**src/rtl/wsi_sink_signature.sv**
```systemverilog
// WSI write sink that folds accepted beats into a 32-bit MISR signature,
// counts beats and bursts, checks precise burst lengths and applies a
// registered post-burst backpressure window.
module wsi_sink_signature #(
    parameter int unsigned HOLD_CYCLES = 2,
    parameter logic [31:0] POLY        = 32'h04C11DB7,
    parameter logic [31:0] SEED        = 32'hFFFF_FFFF
) (
    input  logic         clk,
    input  logic         reset,
    input  logic [2:0]   wsiS_MCmd,
    input  logic         wsiS_MReqLast,
    input  logic         wsiS_MBurstPrecise,
    input  logic [11:0]  wsiS_MBurstLength,
    input  logic [255:0] wsiS_MData,
    input  logic [31:0]  wsiS_MByteEn,
    input  logic         wsiS_MReset_n,
    output logic         wsiS_SThreadBusy,
    output logic         wsiS_SReset_n,
    output logic [31:0]  signature,
    output logic [15:0]  word_count,
    output logic [15:0]  burst_count,
    output logic         sig_valid,
    output logic [1:0]   status
);

    localparam logic [2:0]  CmdWrite = 3'b001;
    localparam logic [3:0]  HoldLast = 4'(HOLD_CYCLES - 1);
    localparam logic [11:0] BeatMax  = 12'hFFF;

    typedef enum logic [1:0] {StIdle, StBurst, StHold} state_e;

    state_e       state_q, state_d;
    logic [3:0]   hold_cnt_q, hold_cnt_d;
    logic         busy_q, busy_d;
    logic         sreset_n_q;
    logic [31:0]  sig_q, sig_d;
    logic [15:0]  word_cnt_q, burst_cnt_q;
    logic         sig_valid_q;
    logic         len_err_q, overrun_q;
    logic [11:0]  beat_cnt_q;
    logic         precise_q;
    logic [11:0]  len_q;

    logic         is_write, accept, drop, last_accept;
    logic         first_beat, eff_precise, len_mismatch;
    logic [11:0]  eff_len, beats_incl;
    logic [255:0] masked;
    logic [31:0]  fold;

    assign is_write    = (wsiS_MCmd == CmdWrite);
    assign accept      = is_write && wsiS_MReset_n && !busy_q;
    assign drop        = is_write && busy_q;
    assign last_accept = accept && wsiS_MReqLast;

    // Mask disabled bytes, then XOR the eight 32-bit lanes together.
    always_comb begin
        masked = '0;
        for (int i = 0; i < 32; i++) begin
            masked[8*i +: 8] = wsiS_MData[8*i +: 8] & {8{wsiS_MByteEn[i]}};
        end
        fold = '0;
        for (int j = 0; j < 8; j++) begin
            fold = fold ^ masked[32*j +: 32];
        end
    end

    // MISR step applied only to accepted beats.
    always_comb begin
        sig_d = sig_q;
        if (accept) begin
            sig_d = {sig_q[30:0], 1'b0} ^ (sig_q[31] ? POLY : 32'h0) ^ fold;
        end
    end

    // FSM state register plus hold-window counter.
    always_ff @(posedge clk or negedge reset) begin
        if (!reset) begin
            state_q    <= StIdle;
            hold_cnt_q <= '0;
        end else begin
            state_q    <= state_d;
            hold_cnt_q <= hold_cnt_d;
        end
    end

    // FSM next state; upstream reset forces IDLE from any state.
    always_comb begin
        state_d    = state_q;
        hold_cnt_d = hold_cnt_q;
        if (!wsiS_MReset_n) begin
            state_d = StIdle;
        end else begin
            case (state_q)
                StIdle: begin
                    if (accept) begin
                        state_d    = wsiS_MReqLast ? StHold : StBurst;
                        hold_cnt_d = HoldLast;
                    end
                end
                StBurst: begin
                    if (last_accept) begin
                        state_d    = StHold;
                        hold_cnt_d = HoldLast;
                    end
                end
                StHold: begin
                    if (hold_cnt_q == 4'd0) begin
                        state_d = StIdle;
                    end else begin
                        hold_cnt_d = hold_cnt_q - 4'd1;
                    end
                end
                default: state_d = StIdle;
            endcase
        end
    end

    // FSM-decoded burst bookkeeping: a beat seen in IDLE opens a burst and
    // its own precise/length fields apply directly.
    always_comb begin
        first_beat   = accept && (state_q == StIdle);
        eff_precise  = first_beat ? wsiS_MBurstPrecise : precise_q;
        eff_len      = first_beat ? wsiS_MBurstLength : len_q;
        beats_incl   = first_beat ? 12'd1 :
                       ((beat_cnt_q == BeatMax) ? BeatMax : beat_cnt_q + 12'd1);
        len_mismatch = last_accept && eff_precise && (beats_incl != eff_len);
        busy_d       = (state_d == StHold) || !wsiS_MReset_n || !sreset_n_q;
    end

    // Handshake registers: sink-ready rises one edge after reset, busy one later.
    always_ff @(posedge clk or negedge reset) begin
        if (!reset) begin
            sreset_n_q <= 1'b0;
            busy_q     <= 1'b1;
        end else begin
            sreset_n_q <= 1'b1;
            busy_q     <= busy_d;
        end
    end

    // Signature, counters, sticky flags and per-burst capture.
    always_ff @(posedge clk or negedge reset) begin
        if (!reset) begin
            sig_q       <= SEED;
            word_cnt_q  <= '0;
            burst_cnt_q <= '0;
            sig_valid_q <= 1'b0;
            len_err_q   <= 1'b0;
            overrun_q   <= 1'b0;
            beat_cnt_q  <= '0;
            precise_q   <= 1'b0;
            len_q       <= '0;
        end else begin
            sig_q       <= sig_d;
            sig_valid_q <= last_accept;
            if (accept) begin
                word_cnt_q <= word_cnt_q + 16'd1;
                beat_cnt_q <= beats_incl;
            end
            if (first_beat) begin
                precise_q <= wsiS_MBurstPrecise;
                len_q     <= wsiS_MBurstLength;
            end
            if (last_accept) begin
                burst_cnt_q <= burst_cnt_q + 16'd1;
            end
            if (len_mismatch) begin
                len_err_q <= 1'b1;
            end
            if (drop) begin
                overrun_q <= 1'b1;
            end
        end
    end

    assign wsiS_SThreadBusy = busy_q;
    assign wsiS_SReset_n    = sreset_n_q;
    assign signature        = sig_q;
    assign word_count       = word_cnt_q;
    assign burst_count      = burst_cnt_q;
    assign sig_valid        = sig_valid_q;
    assign status           = {overrun_q, len_err_q};

endmodule

```
**config.mk**
```make
export PLATFORM = sky130hd
export DESIGN_NAME = wsi_sink_signature
export DESIGN_NICKNAME = d
export VERILOG_FILES = /design/src/rtl/wsi_sink_signature.sv
export SDC_FILE = /design/constraint.sdc
export NUM_CORES = 1
export LEC_CHECK = 0
export ABC_AREA = 1
export BUFFER_PORTS_ARGS = -buffer_cell sky130_fd_sc_hd__buf_2
export CAP_MARGIN = 40
export CORE_AREA = 2 2 147 149
export CTS_CLUSTER_DIAMETER = 150
export DETAILED_ROUTE_END_ITERATION = 10
export DIE_AREA = 0 0 149 151
export GPL_TIMING_DRIVEN = 0
export PLACE_DENSITY = 0.71
export SYNTH_ARGS = -nofsm -noshare
export SYNTH_HDL_FRONTEND = slang
export SYNTH_SLANG_ARGS = --single-unit
export TNS_END_PERCENT = 5
```
**constraint.sdc**
```tcl
create_clock -name clk -period 2.7 [get_ports clk]
set_clock_uncertainty 0.2 [all_clocks]
set_input_delay 0.54 -clock clk [delete_from_list [all_inputs] [get_ports clk]]
set_output_delay 0.54 -clock clk [all_outputs]
set_load 0.05 [all_outputs]
```
==> impl_metrics.tcl <==
set metrics [dict create \
    placed_area_um2 10600 \
    reg2reg_from "wsiS_SThreadBusy" \
    dp_slack_ns 0.00763 \
    hold_viol_final 0 \
    ys.flop_type "dfrtp_1" \
    numClockSinks 100 \
    clock.fmax_mhz 406 \
    hpwl_um 22000 \
    ctsResizeCount 0 \
    cts_hold_buf 1 \
    path_cells "nor2_4 -> nand2_4 -> clkbuf_1 -> clkbuf_1 -> o21ai_0" \
    wl_um 26500 \
    syn_area_um2 8490 \
    fin_util 0.524 \
    final_area_um2 10900 \
    core-area_um2 20800 \
    final_max_slew_viol_count 0 \
    synthXorXnorAreaFrac 0.284 \
    grt-ovfl-total 0 \
    synth_compound_area_frac 0.0231 \
    rsz0062_at_grt "false" \
    ys_seq_area_frac 0.300 \
    cp_top_family "buffers and inverters" \
    grt_pass1_wl_um 40700 \
    row_count 53 \
    cpMostUsedCell "clkbuf_1" \
    synth_cell_types 43 \
    end_kind "flop" \
    arrival_ns 2.48 \
    ys_ff_latch 100 \
    p_total_uw 6830 \
    first_iter_violations 268 \
    maxSlewHeadroom 0.527 \
    internal_power_uw 3840 \
    p_per_area_nw_per_um2 626 \
    numCtsBuffers 9 \
    vdd_drop_max_v 0.000423 \
    portBuffers 344 \
    worst_pin_slew_ns 0.709 \
    synth_edf_count 0 \
    timing.final.ws_setup_ns 0.234 \
    hp-class "primary input to flop" \
    synthAdderAreaFrac 0.00737 \
    syn_area_per_cell_um2 7.25 \
    grt_pass1_vias 8102 \
    die_area_um2 22500 \
    cts-root-buf "clkbuf_16" \
    syn_to_final_growth_pct 28.4 \
    period_minus_slack_ns 2.47 \
    start_util 0.408 \
    worstSetupStartpointType "flop" \
    synth.area.top_cells "nand2_1 21%, dfrtp_1 20%, xnor2_1 15%" \
    critPathKind "flop to flop" \
    grt_antenna_before_repair 5 \
    synth_mux_area_frac 0 \
    clk_pin_slew_worst_paths_ns 0.08 \
    vias 8487 \
    cts_max_path_buffers 2 \
    status "completed" \
    grt_max_degree 66 \
    synth_nets 1484 \
    htreeDepth 3 \
    netlist.area_leader.share 0.207 \
    worstPathRequired_ns 2.71 \
    cap_violations 0 \
    ant_nets 0 \
    layout-drive-gt1-share 0.305 \
    die_w_um 149 \
    gp_congestion 0.966 \
    switching_power_uw 2990 \
    synth_top_family_by_area "simple AND/OR/NAND/NOR gates" \
    crit_buf_inv 2 \
    p_leak_uw 0.00563 \
    viasPerCell 4.68 \
    synth_simple_gate_area_frac 0.323 \
    drc 0 \
    min-delay-start "wsiS_MReset_n" \
    postSynth.asyncResetShare 1.00 \
    yosys_warnings 0 \
    wl_per_cell_um 14.6 \
    pwr-share-comb 0.487 \
    num_io_pins 377 \
    fp.dieH_um 151 \
    final_nets 1841 \
    power.share.sequential 0.316 \
    critPathMaxStageDelay_ns 0.57 \
    clkLatencyLatePin_ns 0.36 \
    setup_viol 0 \
    holdWs_ns 0.176 \
    track_usage 0.232 \
    crit_slowest_cell "dfstp_2" \
    drtPass1Iterations 5 \
    fin_crit_sh 0.913 \
    netSwitchingFraction 0.438 \
    cts_tree "yes" \
    critPathLaunch "wsiS_SThreadBusy" \
    synth_area_leader_cell "nand2_1" \
    pwr-share-clk 0.197 \
    crit_fanout 10 \
    synthCells 1171 \
    post_cts.repair.setup_buffers 0 \
]
cells in the final DEF, fill, tap and decap left out, drive strengths merged, types with 4 or more instances in the layout:
cell type    n
dfrtp       67
nand3       55
inv         73
xnor2      146
dfstp       33
nand3b       4
nand4       23
nand2      478
or2         24
ha           5
clkbuf      38
xor2       129
o21ai       31
nor2        38
diode        4
a21oi        4
buf        370
through the flow:
stage,TNS [ns],instances
CTS,0,1808
global placement,-16.05,1790
floorplan,0,1171
detailed placement,0,1791
global route,0,1811
finish,0,1812
routing by layer:
metal  track usage  vias up  part of all wire
li1              -     4291                 -
met1         0.289     3865              0.41
met2         0.406      287              0.50
met3        0.0455       42             0.063
met4        0.0752        2             0.024
met5             0        -           0.00049
power groups by stage:
stage / Clock, uW / Combinational [uW] / Sequential, uW
final: 1340 / 3330 / 2160
after global routing: 1440 / 3670 / 2210
after CTS: 1380 / 3360 / 2160
after detailed placement: 0 / 3350 / 2180
after global placement: 0 / 3280 / 2170
after floorplan: 0 / 1820 / 2850
cells in the mapped netlist, types with 2 or more instances:
cell      count
nor2_2        7
buf_1         2
dfrtp_1      67
nand3b_1      4
nand4_1      21
nand2_1     469
nand3_1      48
nand3_2       6
ha_1          5
xnor2_1     146
buf_4         3
dfstp_2      33
buf_2        16
a21oi_1       4
or2_2        13
buf_6         4
xor2_1      129
o21ai_0      30
inv_1        64
nor3_1        2
or2_1        11
inv_2         4
nor3b_1       2
clkbuf_1     27
nand2_2       8
nor2_1       26
nor2_4        4
flip-flops by register name, summed over array words and instances (netlist names), 2 cells and up:
signal / count
signature: 32
burst_count: 16
word_count: 16
beat_cnt_q: 12
len_q: 12
hold_cnt_q: 4
state_q: 2
worst paths after layout:
path / cells past startpoint / to / slack (ns)
min: 2 / wsiS_SThreadBusy / 0.18
min reg2reg: 1 / wsiS_SThreadBusy / 0.26
min in group asynchronous: 2 / len_q[9] / 0.49
max: 5 / beat_cnt_q[9] / 0.23
max reg2reg: 5 / beat_cnt_q[9] / 0.23
max in group asynchronous: 3 / signature[18] / 1.07
kinds of logic (layout without fill, tap and decap cells):
kind of cell,after synthesis,in the layout
other cells,1,5
fa+ha+maj,5,5
simple gates,629,629
xor+xnor,275,275
buf+inv,123,485
flops,100,100
compound gates,38,38
final cells by class:
cell class                 instances  area (um^2)
antenna                            4         10.0
buffer                            54          275
clock buffer                       9          225
clock inverter                     7         72.6
fill                            2104         9920
inverter                          69          259
multi-input combinational        948         5410
sequential                       100         2540
tap                              275          344
timing repair buffer             346         1760
(Power assumes the default switching activity.)
